## config.mk

```make
export PLATFORM = sky130hd
export DESIGN_NAME = pc_gen
export DESIGN_NICKNAME = d
export VERILOG_FILES = /design/src/rtl/pc_gen.sv
export SDC_FILE = /design/constraint.sdc
export NUM_CORES = 1
export LEC_CHECK = 0
export CORE_MARGIN = 2
export CORE_UTILIZATION = 65
export CTS_BUF_LIST = sky130_fd_sc_hd__clkbuf_8
export CTS_CLUSTER_SIZE = 25
export DETAILED_ROUTE_END_ITERATION = 16
export DONT_BUFFER_PORTS = 1
export PLACE_DENSITY = 0.92
export SYNTH_ARGS = -nofsm -noshare
export SYNTH_HDL_FRONTEND = slang
export SYNTH_SLANG_ARGS = --single-unit
```

## constraint.sdc

```tcl
create_clock -name clk -period 5.6 [get_ports clk]
set_input_delay 1.12 -clock clk [delete_from_list [all_inputs] [get_ports clk]]
set_output_delay 1.12 -clock clk [all_outputs]
set_load 0.02 [all_outputs]
```

## src/rtl/pc_gen.sv

```systemverilog
// pc_gen: program-counter generator for the reduced RISC-V core.
//
// Produces the instruction fetch address each cycle. The PC advances by INC
// or jumps to a redirect target (branch, jalr, trap, trap return). If a
// redirect arrives while fetch is blocked, it is held in a one-entry pending
// buffer until the PC can advance.
//
// Ports:
//   clk          system clock, rising edge
//   rst          asynchronous active-low reset
//   stall        pipeline hold; PC does not advance
//   fetch_ready  instruction memory accepts pc this cycle
//   pc_src       00 seq, 01 branch, 10 jalr, 11 seq
//   imm_op       sign-extended immediate
//   rs1_val      jalr base register value
//   trap_req     exception/interrupt request
//   ret_req      return from trap
//   pc           current fetch address
//   pc_valid     pc is a valid fetch request
//   pc_plus      pc+INC (link value), combinational
//   epc          saved return PC
//   misalign_err one-cycle pulse after a misaligned target is captured
module pc_gen #(
  parameter int               WIDTH     = 32,
  parameter logic [WIDTH-1:0] RESET_VEC = 32'h0000_0000,
  parameter logic [WIDTH-1:0] TRAP_VEC  = 32'h0000_0100,
  parameter int               INC       = 4
) (
  input  logic             clk,
  input  logic             rst,
  input  logic             stall,
  input  logic             fetch_ready,
  input  logic [1:0]       pc_src,
  input  logic [WIDTH-1:0] imm_op,
  input  logic [WIDTH-1:0] rs1_val,
  input  logic             trap_req,
  input  logic             ret_req,
  output logic [WIDTH-1:0] pc,
  output logic             pc_valid,
  output logic [WIDTH-1:0] pc_plus,
  output logic [WIDTH-1:0] epc,
  output logic             misalign_err
);

  localparam logic [WIDTH-1:0] INC_W = WIDTH'(INC);

  typedef enum logic [1:0] {BOOT, RUN, PEND} state_t;

  state_t           state_q, state_d;
  logic [WIDTH-1:0] pc_q, pc_d;
  logic [WIDTH-1:0] epc_q, epc_d;
  logic [WIDTH-1:0] pend_tgt_q, pend_tgt_d;
  logic             pend_trap_q, pend_trap_d;
  logic             misalign_q, misalign_d;

  logic             active, advance;
  logic [WIDTH-1:0] br_tgt, jalr_sum, jalr_tgt;
  logic             redir, redir_trap, mis_det, capture;
  logic [WIDTH-1:0] redir_tgt;

  // Redirect selection, highest priority first. Misaligned branch/jalr
  // targets turn into a trap to TRAP_VEC.
  always_comb begin
    active     = (state_q != BOOT);
    advance    = ~stall & fetch_ready & active;
    br_tgt     = pc_q + imm_op;
    jalr_sum   = rs1_val + imm_op;
    jalr_tgt   = {jalr_sum[WIDTH-1:1], 1'b0};
    redir      = 1'b0;
    redir_trap = 1'b0;
    mis_det    = 1'b0;
    redir_tgt  = '0;
    if (active) begin
      if (trap_req) begin
        redir      = 1'b1;
        redir_trap = 1'b1;
        redir_tgt  = TRAP_VEC;
      end else if (ret_req) begin
        redir     = 1'b1;
        redir_tgt = epc_q;
      end else if (pc_src == 2'b10) begin
        redir = 1'b1;
        if ((jalr_tgt % INC_W) != '0) begin
          redir_trap = 1'b1;
          mis_det    = 1'b1;
          redir_tgt  = TRAP_VEC;
        end else begin
          redir_tgt = jalr_tgt;
        end
      end else if (pc_src == 2'b01) begin
        redir = 1'b1;
        if ((br_tgt % INC_W) != '0) begin
          redir_trap = 1'b1;
          mis_det    = 1'b1;
          redir_tgt  = TRAP_VEC;
        end else begin
          redir_tgt = br_tgt;
        end
      end
    end
  end

  // Next-state logic. 'capture' marks a redirect that was actually taken,
  // either applied to pc or written into the pending buffer; only then do
  // epc and misalign_err react.
  always_comb begin
    state_d     = state_q;
    pc_d        = pc_q;
    epc_d       = epc_q;
    pend_tgt_d  = pend_tgt_q;
    pend_trap_d = pend_trap_q;
    capture     = 1'b0;
    case (state_q)
      BOOT: state_d = RUN;
      RUN: begin
        if (advance) begin
          pc_d    = redir ? redir_tgt : pc_plus;
          capture = redir;
        end else if (redir) begin
          pend_tgt_d  = redir_tgt;
          pend_trap_d = redir_trap;
          state_d     = PEND;
          capture     = 1'b1;
        end
      end
      PEND: begin
        if (advance) begin
          pc_d        = redir ? redir_tgt : pend_tgt_q;
          pend_trap_d = 1'b0;
          state_d     = RUN;
          capture     = redir;
        end else if (redir && (!pend_trap_q || redir_trap)) begin
          // A held trap target can only be replaced by another trap.
          pend_tgt_d  = redir_tgt;
          pend_trap_d = redir_trap;
          capture     = 1'b1;
        end
      end
      default: state_d = BOOT;
    endcase
    if (capture && redir_trap) epc_d = pc_q;
    misalign_d = capture & mis_det;
  end

  always_ff @(posedge clk or negedge rst) begin
    if (!rst) begin
      state_q     <= BOOT;
      pc_q        <= RESET_VEC;
      epc_q       <= RESET_VEC;
      pend_tgt_q  <= '0;
      pend_trap_q <= 1'b0;
      misalign_q  <= 1'b0;
    end else begin
      state_q     <= state_d;
      pc_q        <= pc_d;
      epc_q       <= epc_d;
      pend_tgt_q  <= pend_tgt_d;
      pend_trap_q <= pend_trap_d;
      misalign_q  <= misalign_d;
    end
  end

  assign pc           = pc_q;
  assign pc_plus      = pc_q + INC_W;
  assign pc_valid     = (state_q != BOOT);
  assign epc          = epc_q;
  assign misalign_err = misalign_q;

endmodule

```

==> out/results.tsv, run 1 <==
stage	metric	value	unit
synthesis	Post-Synthesis Net Count	1248	
synthesis	Synth area leader	dfrtp_1	
grt	first-pass GRT wire length	43800	µm
placed_design	DP Wirelength	21400	µm
timing	Fin. Hold Viols	0	
placed_design	dpl ws	1240	ps
hold_path	Min-Delay Path Class	in -> async	
floorplan	row cnt	43	
grt	largest net degree at the start of global routing	101	
timing	Final period util	77.2	%
floorplan	die height	124	µm
worst_setup_path	Critical Path AT	3200	ps
routing	Vias/cell	7.21	
routing	DRC	0	
clock_network	clock tree sinks	100	
routing	top sig layer	met4	
routing	Starting DRT DRC Count	827	
synthesis	syn avg cell area	8.45	µm²
timing	Worst Slack Setup Final	1280	ps
clock_network	clk slew on worst S/H paths	90	ps
timing	Worst Tran Pin Value	1010	ps
worst_setup_path	Worst setup startpoint	pc[2]$_DFFE_PN0P_	
clock_network	CTS H-Tree Depth	3	
timing	crit path time final	4320	ps
routing	via count	9035	
worst_setup_path	Crit Path Max Fanout	8	
synthesis	Mapped Cells	1107	
floorplan	initial core utilization	66.9	%
power_and_ir_drop	Leak Pwr	4.12	nW
grt	GRT Overall Usage	37.3	%
floorplan	DIE AREA	0.0154	mm²
floorplan	Die X	124	µm
power_and_ir_drop	VDD IR max	0.000405	V
routing	Detail Route met3 WL	3450	µm
timing	setup TNS	0	ps
worst_setup_path	CP startpoint kind	register	
clock_network	TritonCTS buffer count	9	
routing	Final ANT Viol Nets	0	
clock_network	worst skew pair latency	390	ps
synthesis	Async S/R FF share, synth	100	%
clock_network	Post-CTS Resized	0	
synthesis	Synth Flop Type	dfrtp_1	
synthesis	number of synthesis warnings	0	
worst_setup_path	critical path class	reg -> out	
synthesis	register bit count reported by yosys	100	
placed_design	routability cong.	0.981	
routing	TritonRoute pass-1 iters	9	
routing	total length of routed met2 wires	12900	µm
timing	Slew Viols, Final	0	
routing	routed wire length per instance	22.9	µm
grt	GRT Residual Overflow	0	
grt	initial antenna violation count	0	
clock_network	clk buf depth	2	
placed_design	Port Buffers	0	
worst_setup_path	worst r2r src	pc[0]$_DFFE_PN0P_	
power_and_ir_drop	pwr dens	443	mW/mm²
clock_network	TritonCTS clock tree	yes	
timing	Final setup viols	0	
layout	most frequent cells in the layout	nand2_1 (101), dfrtp_1 (100), nor2_1 (87)	
synthesis	Syn Std Cell Area	0.00936	mm²
layout	fin nets	1209	
worst_setup_path	Critical Path End Type	output port	
timing	Max Fclk	231	MHz
outcome	status	completed	
timing	Layout Skew	14.0	ps
clock_network	Post-CTS Hold Fix Bufs	0	
routing	DRT met1 WL	11200	µm
flow_run	max-cap violations	0	
synthesis	Yosys top cell area share	26.7	%
layout	Inserted Diodes	0	
clock_network	postcts setup bufs	0	
layout	layout cells sized above 1	8.67	%
layout	synthesis-to-finish area growth	2.94	%
layout	commonest non-fill, non-tap cell in the layout	nand2_1	
worst_setup_path	WP data required	4480	ps
grt	number of global-route vias before repair	8338	
synthesis	Seq/Total Area, Yosys	26.7	%
routing	WL final	28700	µm
floorplan	core area	0.0140	mm²
synthesis	largest cells by area after synthesis	dfrtp_1 (27%), ha_1 (9.0%), mux2_2 (4.5%)	
timing	Slew HR	32.1	%
timing	RSZ-0062 raised after global routing	no	
synthesis	number of flops mapped to enable cells by yosys	0	
clock_network	CTS root buf	clkbuf_8	
synthesis	Synth cell types	83	
floorplan	I/O pins	170	
## synthesized netlist by cell type, drive strengths merged, types with 4 or more instances
master / number
nand2: 102
dfrtp: 100
nor2: 87
o21ai: 76
a21oi: 75
ha: 67
xnor2: 47
clkbuf: 43
mux2: 43
o211ai: 36
nand3: 34
xor2: 31
a21o: 28
nor3: 26
nand2b: 23
nand4: 23
mux2i: 22
inv: 21
a31oi: 16
buf: 15
and3: 14
o21a: 14
a211oi: 13
o221ai: 13
a221o: 11
and2: 11
o31ai: 10
a22o: 9
a221oi: 8
a21boi: 7
and4: 7
a211o: 6
o22ai: 6
or2: 6
or3: 6
a2111oi: 5
a41oi: 5
nor2b: 5
nor4: 4
## metal layers
layer / vias up / GRT usage [%]
met2: 551 / 58.5
li1: 4085 / -
met4: 0 / 17.2
met1: 4299 / 48.1
met5: - / 0
met3: 100 / 10.2
## flip-flops by register name (all words and copies together) (netlist names)
register      count
pend_tgt_q       32
misalign_err      1
pend_trap_q       1
epc              32
pc               32
state_q           2
## kinds of logic (layout without fill, tap and decap cells)
kind of cell | after synthesis | in the layout | share of synthesized area (%)
fa+ha+maj | 69 | 69 | 9.39
flops | 100 | 100 | 26.7
compound gates | 363 | 363 | 26.9
buf+inv | 80 | 46 | 3.87
xor+xnor | 78 | 78 | 7.30
simple gates | 352 | 352 | 18.2
mux | 65 | 65 | 7.53
## critical path, stage by stage (launching register included)
cell and delay [ps]:
dfrtp_1 670, and3_1 330, and4_1 340, nand4_1 230, nor3_1 510, nand4_1 170, xnor2_1 570
## cell type report
| cell class | instances | area, µm² |
|---|---|---|
| clock buffer | 12 | 165 |
| clock inverter | 4 | 71.3 |
| fill | 1098 | 4360 |
| inverter | 21 | 78.8 |
| multi-input combinational | 927 | 6510 |
| sequential | 100 | 2500 |
| tap | 180 | 225 |
| timing repair buffer | 9 | 80.1 |
## power by group
group	internal, mW	switching [mW]	leakage (nW)	total (mW)
Sequential	0.959	0.594	1.32	1.55
Combinational	0.838	1.33	2.68	2.17
Clock	0.287	0.252	0.120	0.539
## per-stage QoR
stage                     instances  util (%)  instance area [µm²]  hold slack (ps)  total power [mW]
after floorplan                1107         -                 9360              440              3.12
final                          1253      68.8                 9630              424              4.26
after detailed placement       1237      67.2                 9390              458              3.66
after global placement         1237      67.2                 9390              453              3.60
after CTS                      1253      68.8                 9630              415              4.20
after global routing           1253      68.8                 9630              409              4.50
## worst paths after layout
kind	to	slack [ps]	depth (start not counted)
setup / recovery	pc_plus[31]	1280	6
hold / removal	pc[0]$_DFFE_PN0P_	420	0
setup reg to reg	epc[7]$_DFFE_PN0P_	1660	11
hold reg to reg	pend_tgt_q[19]$_DFFE_PN0P_	480	2
max in group asynchronous	pend_tgt_q[31]$_DFFE_PN0P_	5020	0
min in group clk	pend_tgt_q[19]$_DFFE_PN0P_	480	2
Power figures use the tool's default switching activity.
==> run 2, diff against run 1 <==
--- a/config.mk
+++ b/config.mk
@@ -6,12 +6,12 @@
 export NUM_CORES = 1
 export LEC_CHECK = 0
 export CORE_MARGIN = 2
-export CORE_UTILIZATION = 65
+export CORE_UTILIZATION = 61
 export CTS_BUF_LIST = sky130_fd_sc_hd__clkbuf_8
 export CTS_CLUSTER_SIZE = 25
 export DETAILED_ROUTE_END_ITERATION = 16
 export DONT_BUFFER_PORTS = 1
-export PLACE_DENSITY = 0.92
+export PLACE_DENSITY = 0.91
 export SYNTH_ARGS = -nofsm -noshare
 export SYNTH_HDL_FRONTEND = slang
 export SYNTH_SLANG_ARGS = --single-unit
==> constraint.sdc (replaced) <==
create_clock -name clk -period 3.65 [get_ports clk]
set_input_delay 0.73 -clock clk [delete_from_list [all_inputs] [get_ports clk]]
set_output_delay 0.73 -clock clk [all_outputs]
set_load 0.02 [all_outputs]
==> out/results.tsv, run 2 (synthesized netlist as in run 1, its figures left out) <==
stage	metric	value	unit
layout	Reg area	0.00251	mm²
clock_network	TritonCTS buffer count	9	
worst_setup_path	Worst setup startpoint	pc[3]$_DFFE_PN0P_	
power_and_ir_drop	net switching power	3.46	mW
routing	Vias/cell	7.25	
clock_network	CTS root buf	clkbuf_8	
routing	routed wire length per instance	22.9	µm
grt	GRT Overall Usage	35.8	%
floorplan	DIE AREA	0.0163	mm²
layout	commonest non-fill, non-tap cell in the layout	nand2_1	
routing	Starting DRT DRC Count	1373	
timing	Max Fclk	285	MHz
routing	WL final	29800	µm
clock_network	clock tree sinks	100	
grt	number of global-route vias before repair	8710	
hold_path	Min-Delay Path Class	in -> async	
power_and_ir_drop	Flop pwr share	32.1	%
placed_design	post-placement cell area	0.00970	mm²
layout	most frequent cells in the layout	nand2_1 (101), dfrtp_1 (95), nor2_1 (85)	
placed_design	routability cong.	0.963	
worst_setup_path	Critical Path Most Common Cell	and4_1	
clock_network	worst skew pair latency	390	ps
power_and_ir_drop	PnR Total Power	6.73	mW
floorplan	I/O pins	170	
worst_setup_path	Crit Path Max Fanout	6	
layout	layout cells sized above 1	12.5	%
layout	multi-input combinational cell area	0.00652	mm²
power_and_ir_drop	Combinational Power Share	56.9	%
timing	Slew HR	24.8	%
routing	TritonRoute pass-1 iters	5	
timing	setup TNS	0	ps
timing	crit path time final	3510	ps
placed_design	DP Wirelength	22700	µm
layout	Finished Layout Cells	1299	
worst_setup_path	R2R Setup Slk	280	ps
layout	Inserted Diodes	0	
clock_network	TritonCTS clock tree	yes	
timing	RSZ-0062 raised after global routing	no	
layout	Final Instance Area	0.00992	mm²
power_and_ir_drop	pwr dens	679	mW/mm²
worst_setup_path	Critical Path AT	2780	ps
power_and_ir_drop	Clk network pwr share	11.0	%
timing	Layout Skew	20.3	ps
flow_run	max-cap violations	0	
floorplan	core area	0.0151	mm²
power_and_ir_drop	internal power	3.27	mW
worst_setup_path	worst path cell trace	ha_1 > and2_1 > and4_1 > and4_1 > nand2b_1 > nor2_2 > and3_1 > xor2_1 > buf_4	
layout	synthesis-to-finish area growth	5.99	%
power_and_ir_drop	Net Sw Frac	51.5	%
placed_design	Port Buffers	0	
grt	first-pass GRT wire length	45800	µm
timing	Fin. Hold Viols	0	
worst_setup_path	critical path class	reg -> out	
routing	Final ANT Viol Nets	0	
clock_network	clk slew on worst S/H paths	100	ps
worst_setup_path	Crit path largest cell delay	490	ps
clock_network	Post-CTS Hold Fix Bufs	0	
clock_network	clk buf depth	2	
worst_setup_path	slowest CP cell	dfrtp_2	
grt	GRT Residual Overflow	0	
worst_setup_path	CP startpoint kind	register	
routing	via count	9415	
worst_setup_path	Critical Path End Type	output port	
timing	Final setup viols	0	
layout	fin nets	1247	
timing	Slew Viols, Final	0	
placed_design	placed insts	1283	
routing	DRC	0	
floorplan	row cnt	45	
floorplan	initial core utilization	62.0	%
outcome	status	completed	
worst_setup_path	Critical Path End	pc_plus[28]	
layout	fillers	1169	
grt	initial antenna violation count	0	
timing	Final period util	96.2	%
floorplan	die height	128	µm
grt	largest net degree at the start of global routing	101	
floorplan	Die X	128	µm
power_and_ir_drop	VDD IR max	0.000515	V
worst_setup_path	worst r2r src	pc[0]$_DFFE_PN0P_	
clock_network	CTS H-Tree Depth	3	
worst_setup_path	Reg2Reg Depth	12	
worst_setup_path	WP data required	2920	ps
worst_setup_path	worst r2r dst	pc[22]$_DFFE_PN0P_	
power_and_ir_drop	Leak Pwr	4.30	nW
timing	Worst Tran Pin Value	1120	ps
==> run 2: changes by cell type in the layout (fill, tap and decap cells not counted), moves of 3 or more <==
cell and delta:
dfrtp_2 +5, clkbuf_8 -3, dfrtp_1 -5, inv_6 +3
buf_4 +37
==> run 2: how the worst min path moves through the flow <==
stage | from | end | slack [ps] | cells past startpoint
global placement | rst | epc[0]$_DFFE_PN0P_ | 440 | 0
floorplan | rst | epc[0]$_DFFE_PN0P_ | 430 | 0
detailed placement | rst | epc[28]$_DFFE_PN0P_ | 440 | 0
finish | rst | misalign_err$_DFF_PN0_ | 30 | 0
global route | rst | pc[0]$_DFFE_PN0P_ | 10 | 0
CTS | rst | pc[0]$_DFFE_PN0P_ | 10 | 0
==> run 2: per-layer routing <==
metal	global-route usage, %	share of wire, %
met5	0	0
met2	57.9	46
met3	8.89	13
met4	13.5	3.6
met1	46.6	38
==> run 2: cell type report <==
cell class	count	area share (%)
Timing Repair Buffer	47	3.81
Sequential cell	100	25.3
Inverter	21	0.795
Clock buffer	9	1.25
Multi-Input combinational cell	927	65.7
Clock inverter	7	0.744
Tap cell	188	2.37
==> run 2: power by group through the flow <==
| stage | clock network, mW | logic (mW) | registers (mW) |
|---|---|---|---|
| after detailed placement | 0 | 3.71 | 2.16 |
| after global routing | 0.784 | 4.13 | 2.19 |
| after CTS | 0.743 | 3.73 | 2.13 |
| after global placement | 0 | 3.60 | 2.14 |
| final | 0.744 | 3.83 | 2.16 |
| after floorplan | 0 | 2.67 | 2.12 |
==> run 2: critical path: cells and delay by family (launching register included) <==
kind / cells / cell delay [ps]
flops: 1 / 490
simple gates: 6 / 1360
buf+inv: 1 / 160
fa+ha+maj: 1 / 210
xor+xnor: 1 / 170
==> run 2: through the flow <==
step | hold slack [ps] | util (%) | setup slack, ps
2_1_floorplan | 434 | - | 259
3_3_place_gp | 439 | 64.3 | 173
3_5_place_dp | 438 | 64.3 | 65.1
4_1_cts | 14.9 | 65.6 | 10.0
5_1_grt | 9.66 | 65.7 | 0.985
6_report | 26.9 | 65.7 | 138
==> run 2: timing repair <==
| item | in CTS | in global routing |
|---|---|---|
| endpoints found under the setup margin | 0 | 5 |
| buffers inserted | 0 | 0 |
| gates resized for setup | 0 | 7 |
